File: src/rtl/fifo_stream_reader.sv
// Read-side drain controller for the async FIFO: issues credit-limited reads and re-times
// the registered read data through a 3-entry holding buffer onto a valid/ready stream.
// Optional feature: define FIFO_READER_COUNT_EN to add the 16-bit words_delivered counter.
module fifo_stream_reader #(
    parameter int DATA_LENGTH = 32,
    parameter int BUF_DEPTH   = 3
) (
    input  logic                   clk,
    input  logic                   reset,
    input  logic                   enable,
    input  logic                   fifo_empty,
    input  logic [DATA_LENGTH-1:0] fifo_read_data,
    output logic                   fifo_r_en,
    output logic                   m_valid,
    output logic [DATA_LENGTH-1:0] m_data,
    input  logic                   m_ready,
    output logic [1:0]             buf_count
`ifdef FIFO_READER_COUNT_EN
   ,output logic [15:0]            words_delivered
`endif
);

    logic                   inflight;
    logic [1:0]             head;
    logic [1:0]             tail;
    logic [1:0]             occ;
    logic [DATA_LENGTH-1:0] mem [BUF_DEPTH];
    logic                   capture;
    logic                   pop;
    logic [2:0]             credit_used;

    function automatic logic [1:0] wrap_inc(input logic [1:0] p);
        return (p == 2'd2) ? 2'd0 : p + 2'd1;
    endfunction

    // A read is only issued when the buffer can absorb it even if nothing drains,
    // so m_ready never needs to reach fifo_r_en combinationally.
    assign credit_used = {1'b0, occ} + {2'b00, inflight};
    assign fifo_r_en   = enable & ~fifo_empty & (credit_used < BUF_DEPTH[2:0]);

    assign capture   = inflight;
    assign m_valid   = (occ != 2'd0);
    assign pop       = m_valid & m_ready;
    assign m_data    = mem[head];
    assign buf_count = occ;

    // NOTE: sequential state uses non-blocking assignments so every register samples
    // the pre-edge values of its neighbours, independent of statement order.
    always_ff @(posedge clk or negedge reset) begin
        if (!reset) begin
            inflight <= 1'b0;
            head     <= 2'd0;
            tail     <= 2'd0;
            occ      <= 2'd0;
        end else begin
            inflight <= fifo_r_en;
            if (capture) tail <= wrap_inc(tail);
            if (pop)     head <= wrap_inc(head);
            case ({capture, pop})
                2'b10:   occ <= occ + 2'd1;
                2'b01:   occ <= occ - 2'd1;
                default: occ <= occ;
            endcase
        end
    end

    // NOTE: the holding buffer is reset so m_data reads 0 out of reset instead of
    // exposing stale or unknown contents; with three entries this is cheap.
    always_ff @(posedge clk or negedge reset) begin
        if (!reset) begin
            for (int i = 0; i < BUF_DEPTH; i++) mem[i] <= '0;
        end else if (capture) begin
            mem[tail] <= fifo_read_data;
        end
    end

`ifdef FIFO_READER_COUNT_EN
    always_ff @(posedge clk or negedge reset) begin
        if (!reset)   words_delivered <= 16'd0;
        else if (pop) words_delivered <= words_delivered + 16'd1;
    end
`endif

endmodule

File: config.mk
export PLATFORM = sky130hd
export DESIGN_NAME = fifo_stream_reader
export DESIGN_NICKNAME = d
export VERILOG_FILES = /design/src/rtl/fifo_stream_reader.sv
export SDC_FILE = /design/constraint.sdc
export NUM_CORES = 1
export LEC_CHECK = 0
export BUFFER_PORTS_ARGS = -buffer_cell sky130_fd_sc_hd__buf_2
export CELL_PAD_IN_SITES_DETAIL_PLACEMENT = 0
export CELL_PAD_IN_SITES_GLOBAL_PLACEMENT = 1
export CORE_ASPECT_RATIO = 1.1
export CORE_MARGIN = 8
export CORE_UTILIZATION = 40
export CTS_CLUSTER_SIZE = 28
export DETAILED_ROUTE_END_ITERATION = 16
export GPL_ROUTABILITY_DRIVEN = 0
export HOLD_SLACK_MARGIN = 0.12
export PLACE_DENSITY = 0.76
export RECOVER_POWER = 100
export SYNTH_ARGS = -nofsm -noshare
export SYNTH_HDL_FRONTEND = slang
export SYNTH_SLANG_ARGS = --single-unit
export TNS_END_PERCENT = 5
File: constraint.sdc
create_clock -name clk -period 1.5 [get_ports clk]
set_clock_uncertainty 0.05 [all_clocks]
set_input_delay 0.3 -clock clk [delete_from_list [all_inputs] [get_ports clk]]
set_output_delay 0.3 -clock clk [all_outputs]
set_load 0.01 [all_outputs]
# Word-level counts from Yosys, hierarchy flattened
# Cells that the tools add are included.
[totals]
regBits = 103
in_bits = 37
[op_classes]
n_addsub = 5
magnitude_cmp = 4
eq_ne = 4
n_mux = 9
n_bitwise = 6
reduce_logical = 3
[ops]
columns = ["operator", "n"]
rows = [
  ["96-bit bitwise mux", 1],
  ["32-bit two-way mux", 3],
  ["32-bit binary-select mux with 2-bit select", 1],
  ["32-bit demux with 2-bit select", 1],
  ["2-bit by 1-bit adder with 2-bit output, second input constant", 3],
  ["2-bit == test, second input constant", 3],
  ["3-bit greater-or-equal comparator, second input constant", 2],
  ["2-bit inverter with 3-bit output", 2],
  ["2-bit two-way mux", 2],
  ["2-bit one-hot mux with 2 select lines", 1],
  ["2-bit nonzero test", 2],
  ["2-bit by 1-bit adder with 3-bit output", 1],
  ["1-bit bitwise AND", 3],
  ["3-bit by 1-bit < comparator with 1-bit output, second input constant", 1],
  ["3-bit by 2-bit < comparator with 1-bit output, second input constant", 1],
  ["2-bit by 1-bit == test with 1-bit output, second input constant", 1],
  ["2-bit by 1-bit subtractor with 2-bit output, second input constant", 1],
  ["1-bit logical AND", 1],
  ["1-bit inverter", 1],
]

# Depth between registers and ports, before layout
[logic_depth]
ltp_word = 6
ltp_mapped = 6

# Worst setup path before layout
# OpenSTA, ideal clock, no wires.
[synth_timing]
kind = "register to output"
startpoint = "reg occ[0], in the netlist buf_count[0]"
endpoint = "out fifo_r_en"
arrival_time_ns = 1.718
slack_ns = -0.568
path_stages_with_launch = 4
n_path_buf = 0
path_cell_list = "dfrtp_1 > ha_1 > ha_1 > a2111oi_0"
[synth_between]
elab_chain_cells = 3
[synth_lines]
columns = ["element", "line_no", "rtl"]
rows = [
  ["start: declaration", "26", "logic [1:0] occ;"],
  ["start signal: assignment", "60", "2'b10: occ <= occ + 2'd1;"],
  ["start signal: assignment", "61", "2'b01: occ <= occ - 2'd1;"],
  ["2-bit by 1-bit adder with 3-bit output", "38", "assign credit_used = {1'b0, occ} + {2'b00, inflight};"],
  ["3-bit by 2-bit < comparator with 1-bit output", "39", "assign fifo_r_en = enable & ~fifo_empty & (credit_used < BUF_DEPTH[2:0]);"],
  ["1-bit bitwise AND", "39", ""],
  ["end: declaration", "13", "output logic fifo_r_en,"],
]
# Every way passes these cells.

# Worst setup path after layout
# Same ends and word-level chain as after synthesis.

==> flow_summary.yaml <==
final_layout:
  n_fill_cell: 967
  layout.nets: 485
  regArea_um2: 2580
  multi_input_area_um2: 2248
  layout_commonest_cell: "dfrtp_1"
  fin_cells: 600
  area_growth_pct: 33.92
  n_antenna_cell: 0
  layout_common_cells: "dfrtp_1, buf_2, mux2_4"
  drive_gt1_share_pct: 59.11
worst_setup_path:
  crit_fanout: 2
  worstSetupStartpoint: "buf_count[0]"
  path_common_cell: "ha_4"
  cpPeakStageDelay_ns: 0.42
  critical_path_arrival_ns: 1.64
  critPathBufInv: 1
  path_cells: "ha_4 > ha_4 > a2111oi_4 > buf_2"
  cp_top_family: "flip-flops"
  end_kind: "output pin"
  worst_setup_path_start_kind: "flip-flop"
  r2r-start: "capture"
  path_class: "reg2out"
  slowest_stage: "dfrtp_2"
  required_ns: 1.15
worst_hold_path:
  hold_path_class: "in2reg"
  hold_start: "fifo_empty"
clock_tree:
  cts_tree: "yes"
  hold_buffers: 1
  insertion_delay_ns: 0.34
  cts_max_level: 3
  path_clk_slew_ns: 0.06
  numCtsBuffers: 9
  cts.sinks: 103
  cts-root-buf: "clkbuf_16"
  cts.path.max_buffers: 2
timing:
  fin_crit_sh_pct: 132.3
  setup_viol: 130
  rsz0062_at_grt: "true"
  fin_setup_tns_ns: -24.01
  drv_slew: 0
  max_freq_ghz: 0.5038
  setup_ws_ns: -0.4851
  hold_viol: 0
  min_period_ns: 1.985
  max_slew_margin_pct: 54.10
  worstMarginPinSlew_ns: 0.6885
global_routing:
  grt_start_max_net_pins: 28
  grt-ovfl-total: 0
  antenna_found_initial: 1
  grt_first_pass_wirelength_um: 17220
  grt_pass1_vias: 3391
  grt_usage_pct: 14.19
outcome:
  violations: "negative setup slack"
  status: "finished, violations left"
logic_synthesis:
  synth_cells: 339
  yosysWarningCount: 0
  synth_xor_area_share_pct: 0.5639
  synth_simple_gate_area_share_pct: 3.491
  synth_mux_area_share_pct: 32.73
  synthAdderAreaFrac_pct: 0.8056
  synth_cell_types: 24
  netlist_area_um2: 4659
  synth_compound_area_share_pct: 4.162
  ys_seq_area_share_pct: 55.32
  ys_ff_latch: 103
  synth_top_family_by_area: "multiplexers"
  syn_nets: 379
  avgSynthCellArea_um2: 13.74
die:
  io_pins: 73
  initial_utilization_pct: 40.73
  row_count: 41
  die_area_um2: 15360
  core_area_um2: 11440
  die_h_um: 129.2
  fp.dieW_um: 118.9
placed_design:
  dpl.hpwl_um: 7229
  placed_cells: 572
  dpl_worst_slack_ns: -0.1554
  port_buffers: 72
route:
  wl_per_cell_um: 17.91
  vias: 3072
  wirelength_um: 10740
  drc: 0
  dr.pass1.iters: 4
  dr.first_iter.drc_count: 141
  antenna_left: 0
  viasPerCell: 5.120
power:
  max-vdd-ir-drop_mv: 0.8746
  power.leakage_nw: 3.007
  p_per_area_nw_per_um2: 2344
flow_run:
  cap_violations: 0
-- registers in the layout (all words and copies together) (netlist names) --
register and flops:
mem 96, buf_count 2, head 2, tail 2
capture 1
-- worst register-to-register path, stage by stage, from the launching register on --
cell and delay [ns]:
dfrtp_1 0.38, buf_4 0.13, buf_6 0.09, inv_2 0.03, buf_4 0.14, nor3_4 0.21, buf_4 0.24, mux2_2 0.35
-- layer usage --
metal / wire length [µm] / global-route usage (%) / vias to the layer above
li1: - / - / 1410
met1: 4744 / 16.60 / 1588
met2: 5286 / 24.35 / 55
met3: 459 / 3.088 / 17
met4: 238 / 7.074 / 2
met5: 16 / 0 / -
-- through the flow --
| stage | power [mW] | hold slack (ns) | instance area (µm²) | utilization, % |
|---|---|---|---|---|
| final | 14.63 | 0.1035 | 6240 | 54.54 |
| after global routing | 15.55 | 0.09342 | 6240 | 54.54 |
| after CTS | 13.98 | 0.09227 | 5997 | 52.42 |
| after detailed placement | 10.83 | 0.2000 | 5520 | 48.26 |
| after global placement | 10.62 | 0.1950 | 5520 | 48.26 |
| after floorplan | 8.544 | -0.04559 | 4712 | - |
-- synthesized netlist by cell type --
cell type,count,area [µm²]
buf_6,4,45.04
a2111oi_0,1,8.760
o21ai_0,30,150.1
dfrtp_1,103,2577
or2_2,1,6.260
mux2i_1,32,320.3
mux2_2,67,754.5
inv_2,2,7.510
nor2b_1,1,6.260
nand2_1,32,120.1
a21o_1,2,15.01
mux2_4,30,450.4
nor3_2,1,10.01
xnor2_1,2,17.52
nand3_1,1,5.000
ha_1,3,37.54
buf_2,10,50.05
or3_1,1,6.260
nor3_1,1,5.000
clkbuf_1,7,26.28
xor2_1,1,8.760
nor2_1,1,3.750
inv_1,2,7.510
o21ai_1,4,20.02
-- kinds of logic after synthesis --
family,count (synthesis)
multiplexers,129
flip-flops,103
AND/OR/NAND/NOR,39
AO/OA/AOI/OAI,37
buffers and inverters,25
XOR/XNOR,3
adder cells (fa/ha/maj),3
-- report_power, final --
part | internal, mW | switching (mW) | total [mW]
Sequential | 4.21 | 0.853 | 5.06
Clock | 1.68 | 0.988 | 2.67
Combinational | 3.98 | 2.92 | 6.90
-- layout make-up --
class | count | share of cell area [%]
inverter | 4 | 0.2406
tap | 150 | 3.008
clock buffer | 11 | 3.890
sequential | 103 | 41.35
clock inverter | 5 | 1.664
timing repair buffer | 116 | 13.82
multi-input combinational | 211 | 36.03
-- final timing paths --
| kind | end | slack, ns | cells past startpoint |
|---|---|---|---|
| max | fifo_r_en | -0.49 | 4 |
| min | capture | 0.10 | 2 |
| max reg2reg | mem[93] | -0.22 | 7 |
| min reg2reg | mem[66] | 0.46 | 1 |
| max in group asynchronous | buf_count[0] | 0.16 | 3 |
| min in group asynchronous | mem[54] | 0.48 | 2 |
-- timing repair --
| item | 4_1_cts | 5_1_grt |
|---|---|---|
| resized for setup | 39 | 71 |
| setup endpoints to repair | 99 | 131 |
| buffers inserted | 6 | 5 |
| pin swaps | 3 | 10 |
| gates cloned | 1 | 1 |
| hold endpoints to repair | 22 | 1 |
Note: power is estimated with default switching activity, not from simulation.
